## config.mk

```make
export PLATFORM = sky130hd
export DESIGN_NAME = sc_shiftcmd_controller
export DESIGN_NICKNAME = d
export VERILOG_FILES = /design/src/rtl/sc_shiftcmd_pkg.sv /design/src/rtl/sc_btn_sync_edge.sv /design/src/rtl/sc_shiftcmd_controller.sv
export SDC_FILE = /design/constraint.sdc
export NUM_CORES = 1
export LEC_CHECK = 0
export ABC_AREA = 1
export CELL_PAD_IN_SITES_DETAIL_PLACEMENT = 0
export CELL_PAD_IN_SITES_GLOBAL_PLACEMENT = 1
export CORE_UTILIZATION = 39
export CTS_CLUSTER_SIZE = 30
export DETAILED_ROUTE_END_ITERATION = 10
export GPL_TIMING_DRIVEN = 0
export PLACE_DENSITY = 0.73
export SYNTH_ARGS = -nofsm -noshare
export SYNTH_HDL_FRONTEND = slang
export SYNTH_HIERARCHICAL = 1
export SYNTH_SLANG_ARGS = --single-unit
```

## constraint.sdc

```tcl
create_clock -name SC_RegSHIFTER_P1_CLOCK_50 -period 1.4 [get_ports SC_RegSHIFTER_P1_CLOCK_50]
set_input_delay 0.42 -clock SC_RegSHIFTER_P1_CLOCK_50 [delete_from_list [all_inputs] [get_ports SC_RegSHIFTER_P1_CLOCK_50]]
set_output_delay 0.42 -clock SC_RegSHIFTER_P1_CLOCK_50 [all_outputs]
set_load 0.01 [all_outputs]
```

## src/rtl/sc_shiftcmd_pkg.sv

```systemverilog
// ----------------------------------------------------------------------------
// sc_shiftcmd_pkg
// Shared definitions for the shift-command controller: FSM state encoding,
// shift-select codes driven towards the one-hot shift register, and small
// decode helpers used to build the registered outputs.
// ----------------------------------------------------------------------------
package sc_shiftcmd_pkg;

   // FSM state encoding (3-bit, kept as plain constants for legacy tools)
   localparam logic [2:0] ST_INIT    = 3'd0;
   localparam logic [2:0] ST_IDLE    = 3'd1;
   localparam logic [2:0] ST_SHIFT_L = 3'd2;
   localparam logic [2:0] ST_SHIFT_R = 3'd3;
   localparam logic [2:0] ST_HOLD_L  = 3'd4;
   localparam logic [2:0] ST_HOLD_R  = 3'd5;

   // Shift-select codes understood by the downstream shifter
   localparam logic [1:0] SHIFT_HOLD  = 2'b00;
   localparam logic [1:0] SHIFT_LEFT  = 2'b01;
   localparam logic [1:0] SHIFT_RIGHT = 2'b10;

   // Shift code issued while the FSM sits in a given state
   function automatic logic [1:0] shift_code_of(input logic [2:0] st);
      logic [1:0] code;
      case (st)
         ST_SHIFT_L: code = SHIFT_LEFT;
         ST_SHIFT_R: code = SHIFT_RIGHT;
         default:    code = SHIFT_HOLD;
      endcase
      return code;
   endfunction

   // A button is being held in either hold state
   function automatic logic is_hold_state(input logic [2:0] st);
      logic hold;
      case (st)
         ST_HOLD_L: hold = 1'b1;
         ST_HOLD_R: hold = 1'b1;
         default:   hold = 1'b0;
      endcase
      return hold;
   endfunction

endpackage

```

## src/rtl/sc_btn_sync_edge.sv

```systemverilog
// ----------------------------------------------------------------------------
// sc_btn_sync_edge
// Conditions one raw active-low push-button: 2-flop synchronizer, a
// previous-value flop, and registered pressed level / press-edge outputs.
// Ports:
//   clk_i           system clock
//   rst_i           asynchronous active-high reset
//   btn_n_i         raw button, active-low, asynchronous to clk_i
//   pressed_level_o high while the synchronized button is pressed
//   press_pulse_o   one-cycle pulse on a synchronized high-to-low transition
// ----------------------------------------------------------------------------
module sc_btn_sync_edge (
   input  logic clk_i,
   input  logic rst_i,
   input  logic btn_n_i,
   output logic pressed_level_o,
   output logic press_pulse_o
);

   logic       sync1_q;
   logic       sync2_q;
   logic       prev_q;
   logic [2:0] prime_q;
   logic       pressed_q;
   logic       press_q;

   // Synchronizer, edge history and registered level/edge outputs.
   // The chain resets to "released", so the first real sample of a button
   // that is already held would look like a press. prime_q only lets edges
   // through once both sync2_q and prev_q hold post-reset samples, so a
   // button held across reset needs a genuine release and re-press.
   always_ff @(posedge clk_i or posedge rst_i) begin
      if (rst_i) begin
         sync1_q   <= 1'b1;
         sync2_q   <= 1'b1;
         prev_q    <= 1'b1;
         prime_q   <= 3'b000;
         pressed_q <= 1'b0;
         press_q   <= 1'b0;
      end else begin
         sync1_q   <= btn_n_i;
         sync2_q   <= sync1_q;
         prev_q    <= sync2_q;
         prime_q   <= {prime_q[1:0], 1'b1};
         pressed_q <= ~sync2_q;
         press_q   <= prime_q[2] & prev_q & ~sync2_q;
      end
   end

   assign pressed_level_o = pressed_q;
   assign press_pulse_o   = press_q;

endmodule

```

## src/rtl/sc_shiftcmd_controller.sv

```systemverilog
// ----------------------------------------------------------------------------
// sc_shiftcmd_controller
// Turns two raw active-low buttons into load / shift-select commands for the
// bounded one-hot shift register, with press-edge detection and auto-repeat.
// Ports:
//   SC_RegSHIFTER_P1_CLOCK_50     system clock, rising edge
//   SC_RegSHIFTER_P1_RESET_InHigh asynchronous active-high reset
//   btnLeft_InLow / btnRight_InLow raw buttons, active-low
//   load_OutLow                   low for exactly one cycle after reset
//   shiftselection_Out            01 left, 10 right, 00 hold (one-cycle pulses)
//   data_OutBUS                   constant load pattern INIT_VALUE
//   busy_Out                      high while a button is being held
// ----------------------------------------------------------------------------
module sc_shiftcmd_controller
   import sc_shiftcmd_pkg::*;
#(
   parameter int unsigned          DATAWIDTH    = 8,
   parameter logic [DATAWIDTH-1:0] INIT_VALUE   = 8'b00000001,
   parameter int unsigned          REPEAT_TICKS = 25000000,
   parameter int unsigned          CNT_WIDTH    = 25
)(
   input  logic                 SC_RegSHIFTER_P1_CLOCK_50,
   input  logic                 SC_RegSHIFTER_P1_RESET_InHigh,
   input  logic                 btnLeft_InLow,
   input  logic                 btnRight_InLow,
   output logic                 load_OutLow,
   output logic [1:0]           shiftselection_Out,
   output logic [DATAWIDTH-1:0] data_OutBUS,
   output logic                 busy_Out
);

   localparam logic [CNT_WIDTH-1:0] CNT_LAST = CNT_WIDTH'(REPEAT_TICKS - 32'd1);
   localparam logic [CNT_WIDTH-1:0] CNT_ONE  = CNT_WIDTH'(32'd1);
   localparam logic [CNT_WIDTH-1:0] CNT_ZERO = CNT_WIDTH'(32'd0);

   logic                 pressed_l_s, press_l_s;
   logic                 pressed_r_s, press_r_s;
   logic [2:0]           state_q, state_d;
   logic [CNT_WIDTH-1:0] cnt_q, cnt_d;
   logic                 load_q, load_d;
   logic [1:0]           shift_q, shift_d;
   logic                 busy_q, busy_d;
   logic [DATAWIDTH-1:0] data_q;

   sc_btn_sync_edge u_btn_left (
      .clk_i           (SC_RegSHIFTER_P1_CLOCK_50),
      .rst_i           (SC_RegSHIFTER_P1_RESET_InHigh),
      .btn_n_i         (btnLeft_InLow),
      .pressed_level_o (pressed_l_s),
      .press_pulse_o   (press_l_s)
   );

   sc_btn_sync_edge u_btn_right (
      .clk_i           (SC_RegSHIFTER_P1_CLOCK_50),
      .rst_i           (SC_RegSHIFTER_P1_RESET_InHigh),
      .btn_n_i         (btnRight_InLow),
      .pressed_level_o (pressed_r_s),
      .press_pulse_o   (press_r_s)
   );

   // Next-state and repeat-counter logic
   always_comb begin
      state_d = state_q;
      cnt_d   = cnt_q;
      case (state_q)
         ST_INIT: begin
            state_d = ST_IDLE;
            cnt_d   = CNT_ZERO;
         end
         ST_IDLE: begin
            cnt_d = CNT_ZERO;
            // A press only counts while the other button is fully released;
            // simultaneous edges also land here because both levels are set.
            if (press_l_s && !pressed_r_s) begin
               state_d = ST_SHIFT_L;
            end else if (press_r_s && !pressed_l_s) begin
               state_d = ST_SHIFT_R;
            end else begin
               state_d = ST_IDLE;
            end
         end
         ST_SHIFT_L: begin
            state_d = ST_HOLD_L;
            cnt_d   = CNT_ZERO;
         end
         ST_SHIFT_R: begin
            state_d = ST_HOLD_R;
            cnt_d   = CNT_ZERO;
         end
         ST_HOLD_L: begin
            if (!pressed_l_s || pressed_r_s) begin
               state_d = ST_IDLE;
               cnt_d   = CNT_ZERO;
            end else if (cnt_q == CNT_LAST) begin
               state_d = ST_SHIFT_L;
            end else begin
               cnt_d = cnt_q + CNT_ONE;
            end
         end
         ST_HOLD_R: begin
            if (!pressed_r_s || pressed_l_s) begin
               state_d = ST_IDLE;
               cnt_d   = CNT_ZERO;
            end else if (cnt_q == CNT_LAST) begin
               state_d = ST_SHIFT_R;
            end else begin
               cnt_d = cnt_q + CNT_ONE;
            end
         end
         default: begin
            state_d = ST_INIT;
            cnt_d   = CNT_ZERO;
         end
      endcase
   end

   // Output decode: shift/busy follow the next state; the load pulse marks
   // the single cycle spent leaving INIT, so it fires on the first edge.
   always_comb begin
      shift_d = shift_code_of(state_d);
      busy_d  = is_hold_state(state_d);
      if (state_q == ST_INIT) begin
         load_d = 1'b0;
      end else begin
         load_d = 1'b1;
      end
   end

   // State, counter and registered outputs
   always_ff @(posedge SC_RegSHIFTER_P1_CLOCK_50 or posedge SC_RegSHIFTER_P1_RESET_InHigh) begin
      if (SC_RegSHIFTER_P1_RESET_InHigh) begin
         state_q <= ST_INIT;
         cnt_q   <= CNT_ZERO;
         load_q  <= 1'b1;
         shift_q <= SHIFT_HOLD;
         busy_q  <= 1'b0;
         data_q  <= INIT_VALUE;
      end else begin
         state_q <= state_d;
         cnt_q   <= cnt_d;
         load_q  <= load_d;
         shift_q <= shift_d;
         busy_q  <= busy_d;
         data_q  <= INIT_VALUE;
      end
   end

   assign load_OutLow        = load_q;
   assign shiftselection_Out = shift_q;
   assign busy_Out           = busy_q;
   assign data_OutBUS        = data_q;

endmodule

```

==> flow_metrics.tcl <==
set metrics [dict create \
    seq_area_frac_synth 0.479 \
    drt_pre_antenna_iters 4 \
    place.port_buffers 7 \
    final_cell_mix "75 x sky130_fd_sc_hd__nand2_1, 35 x sky130_fd_sc_hd__nor2_1, 32 x sky130_fd_sc_hd__buf_4" \
    maxSlewHeadroom 0.507 \
    layout_worst_path_cycle_share 0.994 \
    layout-drive-gt1-share 0.421 \
    global_route_wire_length_before_repair_um 9720 \
    layout_min_cycle_time_ps 1390 \
    worstSetupEndpointType "flip-flop" \
    worstSetupStartpointType "flip-flop" \
    worst_hold_path_class "reg -> reg" \
    multi_input_comb_area_mm2 0.00136 \
    cts_hold_repair.buffers 0 \
    flow.area_growth_from_synthesis_pct 33.3 \
    tritoncts "done" \
    synth.top_cell.area_share 0.406 \
    ctsLongestPathBuffers 2 \
    vdd_drop_max_uv 551 \
    number_of_global_route_vias_before_repair 1977 \
    hold_end "u_btn_left/sync2_q" \
    min-delay-start "u_btn_left/sync1_q" \
    worstSkewPairLatency_ps 310 \
    pin_count 16 \
    grt_max_degree 33 \
    n_antenna_cell 0 \
    seqCellArea_mm2 0.00122 \
    critPathSlowestCell "sky130_fd_sc_hd__dfrtp_1" \
    r2r-start "cnt_q[1]" \
    critical_path.cell_chain "ha_4 > nand3_4 > clkinv_4 > nand2_2 > nor2_1 > nand2_2 > nand2_2 > o21ai_1" \
    worst_setup_timing_slack_at_the_placement_stage_ps -717 \
    grt_overflow_total 0 \
    final-max-slew-violation-count 0 \
    holdPathStages 0 \
    run_status "complete, no violations" \
    seq_cells_post_synth 48 \
    fp.coreArea_mm2 0.00610 \
    r2r_slack_ps 9 \
    worst-path-buf-inv 1 \
    synth_cell_types 31 \
    worst-setup-path-type "reg -> reg" \
    globalplace.congestion 0.848 \
    p_leak_nw 1.36 \
    design.die.area_mm2 0.00680 \
    routed.top_layer "met4" \
    postSynthCellCount 332 \
    postRouteAntennaNets 0 \
    initial_antenna_violation_count 0 \
    wirelength_met1_um 3020 \
    max_freq_mhz 719 \
    timing.final.setup_violations 0 \
    cpLargestDelayFamily "simple AND/OR/NAND/NOR gates" \
    placement_rows 28 \
    layout.filler_cells 581 \
    wl_met2_um 2880 \
    synth-warning-count 6 \
    crit_required_ps 1600 \
    synthesis.area_per_instance_um2 7.61 \
    initial_cell_density_of_the_core 0.414 \
    worst_path_largest_cell_delay_ps 420 \
    syn-cell-area_mm2 0.00252 \
    cts_inserted_buffers 5 \
    total_negative_setup_slack_ps 0 \
    worstMarginPinSlew_ps 738 \
    deepest_level_of_the_cts_h_tree 2 \
    cts.clk_slew.worst_paths_ps 100 \
    detailedPlacementHpwl_um 4180 \
    met3RoutedLength_um 255 \
    cts_root_buffer "sky130_fd_sc_hd__clkbuf_8" \
    fin_worst_skew_ps 9.87 \
    p_per_area_mw_per_mm2 815 \
    detailroute.via_count 2206 \
    crit_fanout 4 \
    vias_per_cell 4.83 \
    average_wire_length_per_cell_after_detail_routing_um 13.7 \
    synth_largest_area_cell "sky130_fd_sc_hd__dfrtp_1" \
    clock_sinks 48 \
    unrepaired_setup_endpoints_after_global_routing "true" \
    finalHoldViolCount 0 \
    commonest_non_fill_non_tap_cell_in_the_layout "sky130_fd_sc_hd__nand2_1" \
    cp_common_cell "sky130_fd_sc_hd__nand2_2" \
    drcViolationCount 0 \
    setup_ws_ps 9.07 \
    routed_wirelength_um 6240 \
    drt_first_iter_violations 77 \
    die_h_um 82.5 \
    worstReg2RegEnd "state_q[2]" \
    layout.nets 386 \
    cp.arrival_ps 1590 \
    global_route.usage.total 0.197 \
    worst_r2r_path_depth 8 \
    die_w_um 82.5 \
    synthTopCellsByArea "sky130_fd_sc_hd__dfrtp_1 41%, sky130_fd_sc_hd__nand2_1 14%, sky130_fd_sc_hd__nor2_1 8.0%" \
    critical_path_cell_count 8 \
    max_cap_viol_count 0 \
]
==> cell usage after synthesis (all sizes together) <==
cell and count:
nand4 7, xor2 1, clkinv 1, buf 10, and2 1, ha 1, nor2 67, o21ai 9
o211a 1, xnor2 1, conb 4, dfstp 7, a22o 1, nand3 26, dfrtp 41, nor3 3
nand2 98, o21a 1, o211ai 1, a21oi 12, inv 39
==> worst max path at each step <==
stage	startpoint	slack, ps	to
after floorplan	cnt_q[0]	30	cnt_q[16]
after detailed placement	SC_RegSHIFTER_P1_RESET_InHigh	-720	cnt_q[11]
after global placement	SC_RegSHIFTER_P1_RESET_InHigh	-680	cnt_q[13]
after CTS	cnt_q[0]	2	cnt_q[4]
final	cnt_q[1]	9	state_q[2]
after global routing	cnt_q[13]	-60	cnt_q[21]
==> metrics by stage <==
| step | utilization | instance area, um^2 | hold WS, ps | instances | power, mW |
|---|---|---|---|---|---|
| 2_1_floorplan | - | 2560 | 234 | 338 | 1.60 |
| 6_report | 0.552 | 3370 | 360 | 457 | 2.75 |
| 3_5_place_dp | 0.446 | 2720 | 347 | 420 | 1.66 |
| 5_1_grt | 0.552 | 3370 | 368 | 457 | 2.87 |
| 3_3_place_gp | 0.446 | 2720 | 332 | 420 | 1.66 |
| 4_1_cts | 0.481 | 2930 | 362 | 437 | 2.74 |
==> layer usage <==
layer  track usage  up-vias
li1              -     1119
met1         0.281     1032
met2         0.295       46
met3        0.0440        9
met4        0.0632        0
met5             0        -
==> flip-flops by register name, summed over array words and instances (netlist names), 2 cells and up <==
name and count:
u_btn_left/prime_q 3, state_q 3, cnt_q 25, shiftselection_Out 2
u_btn_right/prime_q 3
==> area by class of cell <==
type,count,share of cell area
buffer,9,0.0223
clock buffer,5,0.0204
clock inverter,3,0.0141
inverter,40,0.0487
multi-input combinational,240,0.404
sequential,48,0.364
tap,75,0.0279
timing repair buffer,37,0.0988
==> what timing repair did <==
action,4_1_cts,5_1_grt
pin swaps,3,20
resized for setup,20,94
setup buffers,9,20
setup endpoints to repair,65,33
gates cloned,0,1
hold endpoints to repair,0,0
==> cells by family (layout without fill, tap and decap cells) <==
kind of cell	after synthesis	count (layout)	share of synthesized area
other	4	10	0.00594
and+or+nand+nor	202	202	0.350
xor gates and xnor gates	2	2	0.00694
adders and majority gates	1	1	0.00495
AOI/OAI and AO/OA	25	25	0.0624
DFF	48	48	0.479
buffers and inverters	50	94	0.0902
==> power by group <==
group	internal, mW	total, mW	switching (mW)
clock	0.539	1.06	0.523
sequential	1.44	1.47	0.0274
combinational	0.0912	0.215	0.124
Power figures use the tool's default switching activity.
